**config.mk**
```make
export PLATFORM = sky130hd
export DESIGN_NAME = maze_lookup_arbiter
export DESIGN_NICKNAME = d
export VERILOG_FILES = /design/src/rtl/maze_pkg.sv /design/src/rtl/rr_arbiter.sv /design/src/rtl/maze_lookup_arbiter.sv
export SDC_FILE = /design/constraint.sdc
export NUM_CORES = 1
export LEC_CHECK = 0
export CAP_MARGIN = 25
export CORE_ASPECT_RATIO = 2
export CORE_UTILIZATION = 30
export CTS_CLUSTER_DIAMETER = 120
export DETAILED_ROUTE_END_ITERATION = 8
export HOLD_SLACK_MARGIN = 0.05
export SYNTH_ARGS = -nofsm -noshare
export SYNTH_HDL_FRONTEND = slang
export SYNTH_SLANG_ARGS = --single-unit
```
**constraint.sdc**
```tcl
create_clock -name clk -period 7.9 [get_ports clk]
set_input_delay 1.58 -clock clk [delete_from_list [all_inputs] [get_ports clk]]
set_output_delay 1.58 -clock clk [all_outputs]
set_load 0.005 [all_outputs]
```
**src/rtl/maze_pkg.sv**
```systemverilog
// Shared maze constants and the tile-index helper used by the lookup arbiter.
// The MAZE_ARB_BOUNDS_EN build option is consumed in maze_lookup_arbiter.sv.
package maze_pkg;

  localparam int   MAZE_DIM   = 8;
  localparam int   MAZE_IDX_W = 6;
  localparam logic WALL       = 1'b1;

  function automatic logic [MAZE_IDX_W-1:0] tile_idx(input logic [2:0] row, input logic [2:0] col);
    return {row, col};
  endfunction

endpackage

```
**src/rtl/rr_arbiter.sv**
```systemverilog
// Round-robin arbiter: search starts one past the last winner and wraps.
// Owns last_gnt, which only moves when upd is strobed.
module rr_arbiter #(
  parameter int N_REQ = 4,
  parameter int IDX_W = 2
) (
  input  logic             clk,
  input  logic             rst_n,
  input  logic [N_REQ-1:0] req,
  input  logic             upd,
  output logic [N_REQ-1:0] gnt,
  output logic [IDX_W-1:0] gnt_idx
);

  logic [IDX_W-1:0] last_gnt;

  always_ff @(posedge clk or negedge rst_n) begin
    if (!rst_n) begin
      last_gnt <= IDX_W'(N_REQ - 1);
    end else if (upd) begin
      last_gnt <= gnt_idx;
    end
  end

  // Grants are suppressed while reset is held so nothing is accepted into a dead pipeline.
  always_comb begin
    int               cand;
    logic [IDX_W-1:0] cand_idx;
    logic             found;
    gnt      = '0;
    gnt_idx  = '0;
    found    = 1'b0;
    cand     = 0;
    cand_idx = '0;
    if (rst_n) begin
      for (int off = 1; off <= N_REQ; off++) begin
        cand = int'(last_gnt) + off;
        if (cand >= N_REQ) cand = cand - N_REQ;
        cand_idx = IDX_W'(cand);
        if (!found && req[cand_idx]) begin
          found         = 1'b1;
          gnt[cand_idx] = 1'b1;
          gnt_idx       = cand_idx;
        end
      end
    end
  end

endmodule

```
**src/rtl/maze_lookup_arbiter.sv**
```systemverilog
// Shares the registered maze wall ROM between movement requesters; fixed 3-cycle lookup.
// Build option MAZE_ARB_BOUNDS_EN: off-maze coordinates read as walls instead of wrapping.
module maze_lookup_arbiter
  import maze_pkg::*;
#(
  parameter int N_REQ   = 4,
  parameter int COORD_W = 4
) (
  input  logic                     clk,
  input  logic                     rst_n,
  input  logic [N_REQ-1:0]         req,
  input  logic [N_REQ*COORD_W-1:0] req_row,
  input  logic [N_REQ*COORD_W-1:0] req_col,
  output logic [N_REQ-1:0]         gnt,
  output logic [N_REQ-1:0]         rsp_valid,
  output logic                     rsp_wall,
  output logic                     rom_en,
  output logic [MAZE_IDX_W-1:0]    rom_addr,
  input  logic                     rom_data
);

  localparam int IDX_W = (N_REQ > 1) ? $clog2(N_REQ) : 1;

  logic               grant_any;
  logic [IDX_W-1:0]   gnt_idx;
  logic [COORD_W-1:0] sel_row;
  logic [COORD_W-1:0] sel_col;
  logic               sel_oob;

  logic               s1_valid, s2_valid;
  logic [IDX_W-1:0]   s1_tag, s2_tag;
  logic               s1_oob, s2_oob;
  logic [N_REQ-1:0]   tag_dec;

  rr_arbiter #(
    .N_REQ (N_REQ),
    .IDX_W (IDX_W)
  ) u_rr_arbiter (
    .clk     (clk),
    .rst_n   (rst_n),
    .req     (req),
    .upd     (grant_any),
    .gnt     (gnt),
    .gnt_idx (gnt_idx)
  );

  assign grant_any = |gnt;

  always_comb begin
    sel_row = '0;
    sel_col = '0;
    for (int i = 0; i < N_REQ; i++) begin
      if (gnt[i]) begin
        sel_row = req_row[i*COORD_W +: COORD_W];
        sel_col = req_col[i*COORD_W +: COORD_W];
      end
    end
  end

`ifdef MAZE_ARB_BOUNDS_EN
  assign sel_oob = (int'(sel_row) >= MAZE_DIM) || (int'(sel_col) >= MAZE_DIM);
`else
  // Upper coordinate bits are dropped so the maze wraps like a tunnel.
  logic unused_coord;
  assign sel_oob      = 1'b0;
  assign unused_coord = ^{sel_row, sel_col};
`endif

  always_comb begin
    tag_dec         = '0;
    tag_dec[s2_tag] = s2_valid;
  end

  always_ff @(posedge clk or negedge rst_n) begin
    if (!rst_n) begin
      s1_valid  <= 1'b0;
      s1_tag    <= '0;
      s1_oob    <= 1'b0;
      rom_en    <= 1'b0;
      rom_addr  <= '0;
      s2_valid  <= 1'b0;
      s2_tag    <= '0;
      s2_oob    <= 1'b0;
      rsp_valid <= '0;
      rsp_wall  <= 1'b0;
    end else begin
      s1_valid <= grant_any;
      s1_tag   <= gnt_idx;
      s1_oob   <= sel_oob;
      rom_en   <= grant_any && !sel_oob;
      if (grant_any) begin
        rom_addr <= tile_idx(sel_row[2:0], sel_col[2:0]);
      end
      s2_valid  <= s1_valid;
      s2_tag    <= s1_tag;
      s2_oob    <= s1_oob;
      rsp_valid <= tag_dec;
      if (s2_valid) begin
        rsp_wall <= s2_oob ? WALL : rom_data;
      end
    end
  end

endmodule

```
======== Word-level counts from Yosys, hierarchy flattened ========
Cells that the tools add are included.
word-level totals
  register bits ........................... 19
  input bits .............................. 39
  output and inout bits ................... 16
  logic and storage cells ................. 99
cells by class
  add/sub/neg operators ................... 8
  order comparisons ....................... 14
  mux-type cells .......................... 53
  bitwise gates (word level) .............. 4
  reductions and logical operators ........ 12
operators by type and width
  operator                                                     number
  2-to-1 mux 4 bit                                             8
  2-to-1 mux 2 bit                                             13
  2-to-1 mux 3 bit                                             8
  less-than comparator 2 x 3 -> 1 bit (second input constant)  5
  2-to-1 mux 1 bit                                             15
  bitwise OR 4 bit                                             3
  demux 1 bit (select 2 bit)                                   5
  >= comparator 2 x 1 -> 1 bit (second input constant)         5
  >= comparator 3 bit (second input constant)                  3
  binary-select mux 1 bit (select 2 bit)                       4
  logical AND 1 bit                                            8
  subtractor 2 x 1 -> 2 bit (second input constant)            4
  adder 2 x 2 -> 3 bit (second input constant)                 2
  adder 2 x 3 -> 4 bit (second input constant)                 1
  AND 4 bit                                                    1
  >= comparator 4 x 3 -> 1 bit (second input constant)         1
  OR reduction 4 bit                                           1
  adder 2 x 1 -> 3 bit (second input constant)                 1
  logical NOT 1 bit                                            3

======== Logic depth before layout (Yosys ltp) ========
Gate-level depths: netlist (run 1).
  depth in word-level cells ............... 24
  gate-level depth with buffers ........... 13
  depth with buffers taken out ............ 10

======== By module ========
Synthesis (run 1) repeated with hierarchy kept, for this count alone.
unflattened totals
  cell total of the unflattened synthesis .. 133
  area, all modules ....................... 1350.0 µm²
by module, submodules not included
  module               times used  cells an instance  area each (µm²)
  maze_lookup_arbiter  1           65                 784.5
  rr_arbiter           1           68                 565.5

======== Least setup slack after synthesis (run 1) ========
No wires, ideal clock.
  kind .................................... input to output
  from .................................... in req[3]
  to ...................................... out gnt[2]
  arrival ................................. 3.122 ns
  data required time ...................... 6.320 ns
  setup slack ............................. 3.198 ns
  cell stages on the path ................. 6
  path buffers ............................ 2
  cells stage by stage .................... buf_2 or3b_2 a2111o_1 a211oi_1 nand2b_1 clkbuf_1
on the way
  word-level cells in the longest chain between the ends .. 16
ends and longest elaborated chain
  element                                 RTL line                   source
  start, declared                         maze_lookup_arbiter.sv:11  input logic [N_REQ-1:0] req,
  binary-select mux 1 bit (select 2 bit)  rr_arbiter.sv:40           if (!found && req[cand_idx]) begin
  2-to-1 mux 1 bit (not written as such)  rr_arbiter.sv:40
  2-to-1 mux 1 bit                        rr_arbiter.sv:40
  2-to-1 mux 1 bit                        rr_arbiter.sv:35           if (rst_n) begin
  logical NOT 1 bit                       rr_arbiter.sv:40
  logical AND 1 bit                       rr_arbiter.sv:40
  2-to-1 mux 1 bit                        rr_arbiter.sv:40
  2-to-1 mux 1 bit                        rr_arbiter.sv:35
  logical NOT 1 bit                       rr_arbiter.sv:40
  logical AND 1 bit                       rr_arbiter.sv:40
  2-to-1 mux 1 bit                        rr_arbiter.sv:40
  2-to-1 mux 1 bit                        rr_arbiter.sv:35
  logical NOT 1 bit                       rr_arbiter.sv:40
  logical AND 1 bit                       rr_arbiter.sv:40
  2-to-1 mux 4 bit *                      rr_arbiter.sv:40
  2-to-1 mux 4 bit *                      rr_arbiter.sv:35
  end, declared                           maze_lookup_arbiter.sv:14  output logic [N_REQ-1:0] gnt,
Mark *: on every way between the ends. The rest lies on a longest branch, timed or not. The select of a mux whose other input is x is not followed.

======== Worst setup path in the final report (run 1) ========
  from .................................... in req[2]
  to ...................................... out gnt[2]
The elaborated chain is that of the path after synthesis.

==> flow_summary.yaml, run 1 <==
worst_setup_path:
  r2r-start: "u_rr_arbiter.last_gnt[0]"
  worstSetupStartpointType: "primary input"
  endpoint_kind: "output pin"
  rr_worst_depth: 10
  crit_type: "in2out"
  critPathMaxFanout: 11
  arrival_ns: 4.24
  regToRegEndpoint: "u_rr_arbiter.last_gnt[0]"
  worstPathRequired_ns: 6.32
  rrSetupSlack_ns: 3.75
finish:
  insertedDiodeCount: 0
  final_net_count: 229
  syn2layout_area_growth_pct: 37.8
  final_cell_mix: "46 x clkdlybuf4s50_1, 17 x dfrtp_1, 12 x nor2_1, 11 x nand2_1, 9 x o21ai_0"
  final_layout_size_suffix_gt1_share_pct: 9.94
  final_common_cell: "clkdlybuf4s50_1"
clock_tree:
  cts_setup_buffers: 0
  h-tree-depth: 1
  holdBufCountCts: 0
  cts_made_buffers: 3
  cts_tree: "built"
  ctsResizeCount: 0
  cts.sinks: 19
  cts.path.max_buffers: 2
  worst_skew_pair.late_latency_ns: 0.25
  clk_pin_slew_ns: 0.07
  cts-root-buf: "clkbuf_8"
yosys:
  synth_area_per_cell_um2: 9.95
  yosysSeqAreaShare_pct: 34.3
  ys.flop_type: "dfrtp_1"
  synth_cells: 140
  ys_ff_latch: 19
  yosysWarnings: 0
  synth_edf_count: 0
  synth_nets: 187
  netlist_area_um2: 1390
  synth_cell_types: 44
  synthArstFlopShare_pct: 100
drt:
  dr.pass1.iters: 4
  routedWlPerCell_um: 14.9
  drtIter0Drc: 30
  vias: 1229
  detail-route-antenna-nets: 0
  drc: 0
  vias_per_cell: 5.23
  wirelength_mm: 3.50
grt:
  grt_max_degree: 28
  met1_usage_pct: 15.2
  busiest_layer: "met2"
  grt_pass1_vias: 1207
  grt_use_total_pct: 14.5
  grt_pass1_wl_mm: 5.60
  use_met3_pct: 2.80
  grt_use_met2_pct: 27.8
  antenna_found_initial: 0
  overflow: 0
sta:
  hold_viol: 0
  grt_setup_unrepaired: "false"
  finalSetupViolCount: 0
  hold_slack_ns: 0.349
  finClkSkew_ns: 0.000726
  worst_pin_slew_ns: 0.526
  max_freq_mhz: 172
  slew_headroom_pct: 64.7
  finalSetupTns_ns: 0
  final.min_clock_period_ns: 5.82
  drv_slew: 0
  period_share_pct: 73.7
placed_design:
  portBuffers: 46
  dp_hpwl_mm: 2.73
  gp_congestion: 0.753
die:
  core_area_um2: 4380
  dieArea_um2: 4930
  start_util_pct: 31.8
  die_x_um: 50.2
  ios: 55
  fp-row-count: 34
  die_h_um: 98.4
worst_hold_path:
  hold_path_class: "reg2reg"
  hold_end: "s2_tag[0]"
  worstHoldPathCells: 0
  hold_start: "s1_tag[0]"
power_and_ir_drop:
  peakVddDrop_v: 0.000130
  powerDensity_nw_per_um2: 331
  p_leak_nw: 0.827
run_status:
  outcome: "complete, no violations"
job:
  drv_cap: 0
==> registers in the layout, summed over array words and instances (netlist names) <==
signal                 count
rom_addr                   6
rsp_valid                  4
rsp_wall                   1
s1_tag                     2
s1_valid                   1
s2_tag                     2
s2_valid                   1
u_rr_arbiter.last_gnt      2
==> routing by layer <==
layer,vias up,wire length (um)
li1,596,-
met3,2,232
met1,587,1300
met5,-,0
met4,0,20
met2,44,1950
==> Yosys cell counts (4+ instances only) <==
cell	instances	area (um2)
a21o_1	7	52.6
a21oi_1	4	20.0
a221oi_1	6	52.6
buf_2	4	20.0
dfrtp_1	17	425
ha_1	8	100
inv_1	6	22.5
nand2_1	11	41.3
nor2_1	12	45.0
o21ai_0	9	45.0
==> worst max path at each step <==
stage	startpoint	to	slack, ns	depth (start not counted)
finish	req[2]	gnt[2]	2.08	6
global route	req[2]	gnt[2]	1.89	6
CTS	req[2]	gnt[2]	2.07	6
detailed placement	req[2]	gnt[2]	2.07	6
global placement	req[2]	gnt[2]	2.09	6
floorplan	req[3]	gnt[2]	3.20	6
==> area by class of cell <==
| cell class | count | area [um2] |
|---|---|---|
| fill | 411 | 2460 |
| multi-input combinational | 103 | 825 |
| sequential | 19 | 478 |
| timing repair buffer | 47 | 468 |
| tap | 54 | 67.6 |
| clock buffer | 3 | 41.3 |
| inverter | 8 | 32.5 |
| clock inverter | 1 | 7.51 |
==> worst max-delay path, cell delays in order <==
cell and delay [ns]:
clkdlybuf4s50_1 0.66, or3b_2 0.47, a2111o_1 0.39, a211oi_1 0.18, nand2b_1 0.37, clkdlybuf4s50_1 0.58
==> power by group <==
group / switching [W] / leakage [nW] / internal, W / total (W)
combinational: 0.000181 / 0.573 / 0.000208 / 0.000390
clock: 0.0000327 / 0.0217 / 0.0000355 / 0.0000682
sequential: 0.0000360 / 0.233 / 0.000142 / 0.000178
total: 0.000250 / 0.827 / 0.000386 / 0.000636
==> per-stage QoR <==
step / utilization (%) / total power (W) / area (um2) / setup WS [ns] / std cells
final: 43.8 / 0.000636 / 1920 / 2.08 / 235
after global routing: 43.8 / 0.000690 / 1920 / 1.89 / 235
after CTS: 43.8 / 0.000647 / 1920 / 2.07 / 235
after detailed placement: 42.7 / 0.000575 / 1870 / 2.07 / 231
after global placement: 42.7 / 0.000560 / 1870 / 2.09 / 231
after floorplan: - / 0.000441 / 1390 / 3.20 / 140
==> cells by family (layout without fill, tap and decap cells) <==
kind of cell / count (synthesis) / after routing / synth area share, %
AND/OR/NAND/NOR: 42 / 42 / 17.2
adder cells (fa/ha/maj): 8 / 8 / 7.19
XOR/XNOR: 1 / 1 / 0.629
AO/OA/AOI/OAI: 43 / 43 / 24.4
flip-flops: 19 / 19 / 34.3
buffers and inverters: 18 / 59 / 6.47
multiplexers: 9 / 9 / 9.70
Power figures use the tool's default switching activity.
==> inputs of run 2 (changes only) <==
- clock period: 7.9 -> 5.6 ns (I/O delays scaled with it)
==> flow_summary.yaml, run 2 (same netlist as run 1, synthesis figures left out) <==
clock_tree:
  cts_setup_buffers: 0
  h-tree-depth: 1
  cts.sinks: 19
  clk_pin_slew_ns: 0.07
  cts-root-buf: "clkbuf_8"
  ctsResizeCount: 0
  cts_made_buffers: 3
  cts_tree: "built"
  cts.path.max_buffers: 2
  holdBufCountCts: 0
  worst_skew_pair.late_latency_ns: 0.26
die:
  die_x_um: 50.2
  die_h_um: 98.4
  core_area_um2: 4380
  start_util_pct: 31.8
  dieArea_um2: 4930
  ios: 55
  fp-row-count: 34
finish:
  final_layout_size_suffix_gt1_share_pct: 10.4
  fillCellCount: 430
  top_register: "rom_addr"
  top_regs: "rom_addr: 6 flops, rsp_valid: 4 flops"
  insertedDiodeCount: 0
  final_cell_mix: "46 x clkdlybuf4s50_1, 17 x dfrtp_1, 12 x nor2_1, 11 x nand2_1, 9 x o21ai_0"
  seqCellArea_um2: 478
  multi_input_area_um2: 825
  final_net_count: 230
  final_common_cell: "clkdlybuf4s50_1"
  syn2layout_area_growth_pct: 38.4
  largest_reg_flops: 6
worst_setup_path:
  crit_slowest_cell: "dfstp_2"
  critPathMaxFanout: 20
  crit_buf_inv: 3
  startpoint: "u_rr_arbiter.last_gnt[0]"
  arrival_ns: 3.85
  rrSetupSlack_ns: 1.44
  crit_family: "buffers and inverters"
  rr_worst_depth: 10
  crit_type: "reg2out"
  path_depth: 8
  regToRegEndpoint: "u_rr_arbiter.last_gnt[0]"
  worstSetupStartpointType: "flop"
  worstPathCellList: "inv_1 -> ha_1 -> mux4_2 -> nor2b_4 -> a221o_1 -> a32oi_4 -> inv_4 -> clkdlybuf4s50_1"
  endpoint_kind: "output pin"
  worstPathRequired_ns: 4.48
  r2r-start: "u_rr_arbiter.last_gnt[0]"
  cp_slowest_stage_delay_ns: 0.79
power_and_ir_drop:
  peakVddDrop_v: 0.000167
  p_leak_nw: 0.832
  p_total_w: 0.000907
  powerDensity_nw_per_um2: 471
grt:
  grt_pass1_vias: 1272
  overflow: 0
  antenna_found_initial: 0
  grt_max_degree: 22
  grt_use_total_pct: 14.9
  grt_pass1_wl_mm: 5.72
sta:
  finalSetupViolCount: 0
  slew_headroom_pct: 64.1
  period_share_pct: 88.8
  worst_pin_slew_ns: 0.534
  max_freq_mhz: 201
  grt_setup_unrepaired: "false"
  drv_slew: 0
  final.min_clock_period_ns: 4.97
  finalSetupTns_ns: 0
  hold_viol: 0
  finClkSkew_ns: 0.00127
placed_design:
  gp_congestion: 0.729
  portBuffers: 46
  dp_hpwl_mm: 2.82
drt:
  detail-route-antenna-nets: 0
  drc: 0
  routedWlPerCell_um: 15.0
  vias: 1248
  vias_per_cell: 5.29
  dr.pass1.iters: 4
  drtIter0Drc: 18
  wirelength_mm: 3.55
worst_hold_path:
  worstHoldPathCells: 0
  hold_end: "s2_tag[0]"
  hold_start: "s1_tag[0]"
  hold_path_class: "reg2reg"
job:
  drv_cap: 0
run_status:
  outcome: "complete, no violations"
## run 2: cell types whose count changed in the layout (fill, tap and decap cells not counted), sizes merged
cell and delta:
buf +1
## run 2: metal layers
layer | global-route usage, % | part of all wire, % | vias to the layer above
met5 | 0 | 0 | -
met3 | 2.65 | 5.6 | 4
met2 | 30.2 | 56 | 50
met1 | 14.0 | 37 | 596
li1 | - | - | 598
met4 | 4.62 | 1.1 | 0
## run 2: where the power goes
group          internal, W  total [W]  switching, W  leakage, nW
clock network    0.0000501  0.0000965     0.0000464       0.0217
logic             0.000298   0.000558      0.000260        0.578
registers         0.000201   0.000252     0.0000516        0.233
total             0.000549   0.000907      0.000358        0.832
## run 2: through the flow
| stage | worst slack, ns | std cells | hold slack (ns) | utilization (%) | cell area [um2] |
|---|---|---|---|---|---|
| after floorplan | 1.68 | 140 | 0.331 | - | 1390 |
| after CTS | 0.588 | 236 | 0.364 | 44.0 | 1930 |
| final | 0.625 | 236 | 0.360 | 44.0 | 1930 |
| after detailed placement | 0.750 | 232 | 0.347 | 42.9 | 1880 |
| after global placement | 0.784 | 232 | 0.335 | 42.9 | 1880 |
| after global routing | 0.430 | 236 | 0.373 | 44.0 | 1930 |
## run 2: final cells by class
class / instances / share of cell area (%)
multi-input cells: 103 / 42.8
flip-flops and latches: 19 / 24.8
repair buffers: 48 / 24.7
well taps: 54 / 3.51
clock buffers: 3 / 2.14
inverters: 8 / 1.69
clock inverters: 1 / 0.390
## run 2: how the worst max path moves through the flow
stage,endpoint,slack (ns)
6_report,gnt[3],0.63
4_1_cts,gnt[3],0.59
2_1_floorplan,gnt[3],1.68
3_3_place_gp,gnt[0],0.78
3_5_place_dp,gnt[1],0.75
5_1_grt,gnt[3],0.43
==> inputs of run 3 (changes only) <==
- CORE_ASPECT_RATIO: 2 -> not set
- SKIP_LAST_GASP: not set -> 1
==> flow_summary.yaml, run 3 (same netlist as run 1, synthesis figures left out) <==
run_status:
  outcome: "complete, no violations"
sta:
  finalSetupViolCount: 0
  worst_pin_slew_ns: 0.517
  finClkSkew_ns: 0.00133
  period_share_pct: 89.6
  final.min_clock_period_ns: 5.02
  drv_slew: 0
  slew_headroom_pct: 65.3
  max_freq_mhz: 199
  grt_setup_unrepaired: "false"
  finalSetupTns_ns: 0
  hold_viol: 0
worst_setup_path:
  worstPathRequired_ns: 4.48
  regToRegEndpoint: "u_rr_arbiter.last_gnt[0]"
  r2r-start: "u_rr_arbiter.last_gnt[0]"
  rr_worst_depth: 10
  endpoint_kind: "output pin"
  arrival_ns: 3.90
  critPathMaxFanout: 20
  rrSetupSlack_ns: 1.41
  worstSetupStartpointType: "flop"
  crit_type: "reg2out"
finish:
  top_regs: "rom_addr: 6 flops, rsp_valid: 4 flops"
  top_register: "rom_addr"
  largest_reg_flops: 6
  insertedDiodeCount: 0
  final_layout_size_suffix_gt1_share_pct: 9.39
  final_cell_mix: "46 x clkdlybuf4s50_1, 17 x dfrtp_1, 12 x nor2_1, 11 x nand2_1, 9 x o21ai_0"
  final_net_count: 229
  fin_util_pct: 43.3
  fillCellCount: 410
  final_common_cell: "clkdlybuf4s50_1"
  syn2layout_area_growth_pct: 37.4
clock_tree:
  cts_made_buffers: 3
  h-tree-depth: 1
  cts_setup_buffers: 0
  ctsResizeCount: 0
  worst_skew_pair.late_latency_ns: 0.25
  cts.path.max_buffers: 2
  cts_tree: "built"
  cts-root-buf: "clkbuf_8"
  cts.sinks: 19
  clk_pin_slew_ns: 0.07
  holdBufCountCts: 0
grt:
  grt_max_degree: 27
  overflow: 0
  grt_use_total_pct: 14.2
  antenna_found_initial: 0
  grt_pass1_wl_mm: 5.68
  grt_pass1_vias: 1243
job:
  drv_cap: 0
worst_hold_path:
  hold_start: "s1_tag[1]"
  worstHoldPathCells: 0
  hold_end: "s2_tag[1]"
  hold_path_class: "reg2reg"
drt:
  wirelength_mm: 3.47
  vias_per_cell: 5.32
  vias: 1239
  detail-route-antenna-nets: 0
  drc: 0
  drtIter0Drc: 53
  dr.pass1.iters: 4
  routedWlPerCell_um: 14.9
placed_design:
  gp_congestion: 0.845
  portBuffers: 46
  dp_hpwl_mm: 2.66
die:
  core_area_um2: 4410
  ios: 55
  die_h_um: 70.1
  dieArea_um2: 4920
  start_util_pct: 31.5
  fp-row-count: 24
  die_x_um: 70.1
power_and_ir_drop:
  peakVddDrop_v: 0.000225
  powerDensity_nw_per_um2: 471
  p_leak_nw: 0.828
  p_total_w: 0.000901
-- run 3: cell count changes in the layout (fill, tap and decap cells not counted), sizes merged --
cell      delta
buf          -1
clkbuf       +1
clkinvlp     -1
-- run 3: per-stage QoR --
stage,hold WS [ns],cells,instance area (um2),setup WS [ns]
after global placement,0.333,229,1870,0.713
after detailed placement,0.336,229,1870,0.714
after global routing,0.373,233,1910,0.367
after floorplan,0.331,140,1390,1.68
final,0.350,233,1910,0.581
after CTS,0.352,233,1910,0.573
-- run 3: worst max-delay path, stage by stage, from the launching register on --
cell             delay (ns)
dfstp_2                0.79
inv_1                  0.24
ha_1                   0.58
mux4_2                 0.58
nor2b_4                0.15
a221o_1                0.34
a32oi_4                0.38
inv_4                  0.11
clkdlybuf4s50_1        0.46
-- run 3: metal layers --
metal,global-route usage [%],routed length (um),vias to the layer above
met4,4.67,44,0
met2,24.5,1740,34
met1,18.4,1540,600
met5,0,0,-
li1,-,-,599
met3,1.73,148,6
-- run 3: layout make-up --
cell class,instances,area [um2],area share [%]
clock buffers,4,45.0,2.35
inverters,8,32.5,1.70
well taps,52,65.1,3.40
flip-flops and latches,19,478,25.0
repair buffers,47,468,24.5
multi-input cells,103,825,43.1
-- run 3: report_power, final --
group          switching (W)  leakage, nW  total [W]  internal, W
registers          0.0000524        0.233   0.000253     0.000201
clock network      0.0000428       0.0228  0.0000933    0.0000505
logic               0.000261        0.573   0.000554     0.000294
-- run 3: worst max path at each step --
stage | start | end | depth (start not counted)
floorplan | u_rr_arbiter.last_gnt[0] | gnt[3] | 10
global placement | req[2] | gnt[2] | 6
detailed placement | req[2] | gnt[2] | 6
CTS | u_rr_arbiter.last_gnt[0] | gnt[3] | 8
global route | u_rr_arbiter.last_gnt[0] | gnt[3] | 8
finish | u_rr_arbiter.last_gnt[0] | gnt[3] | 8
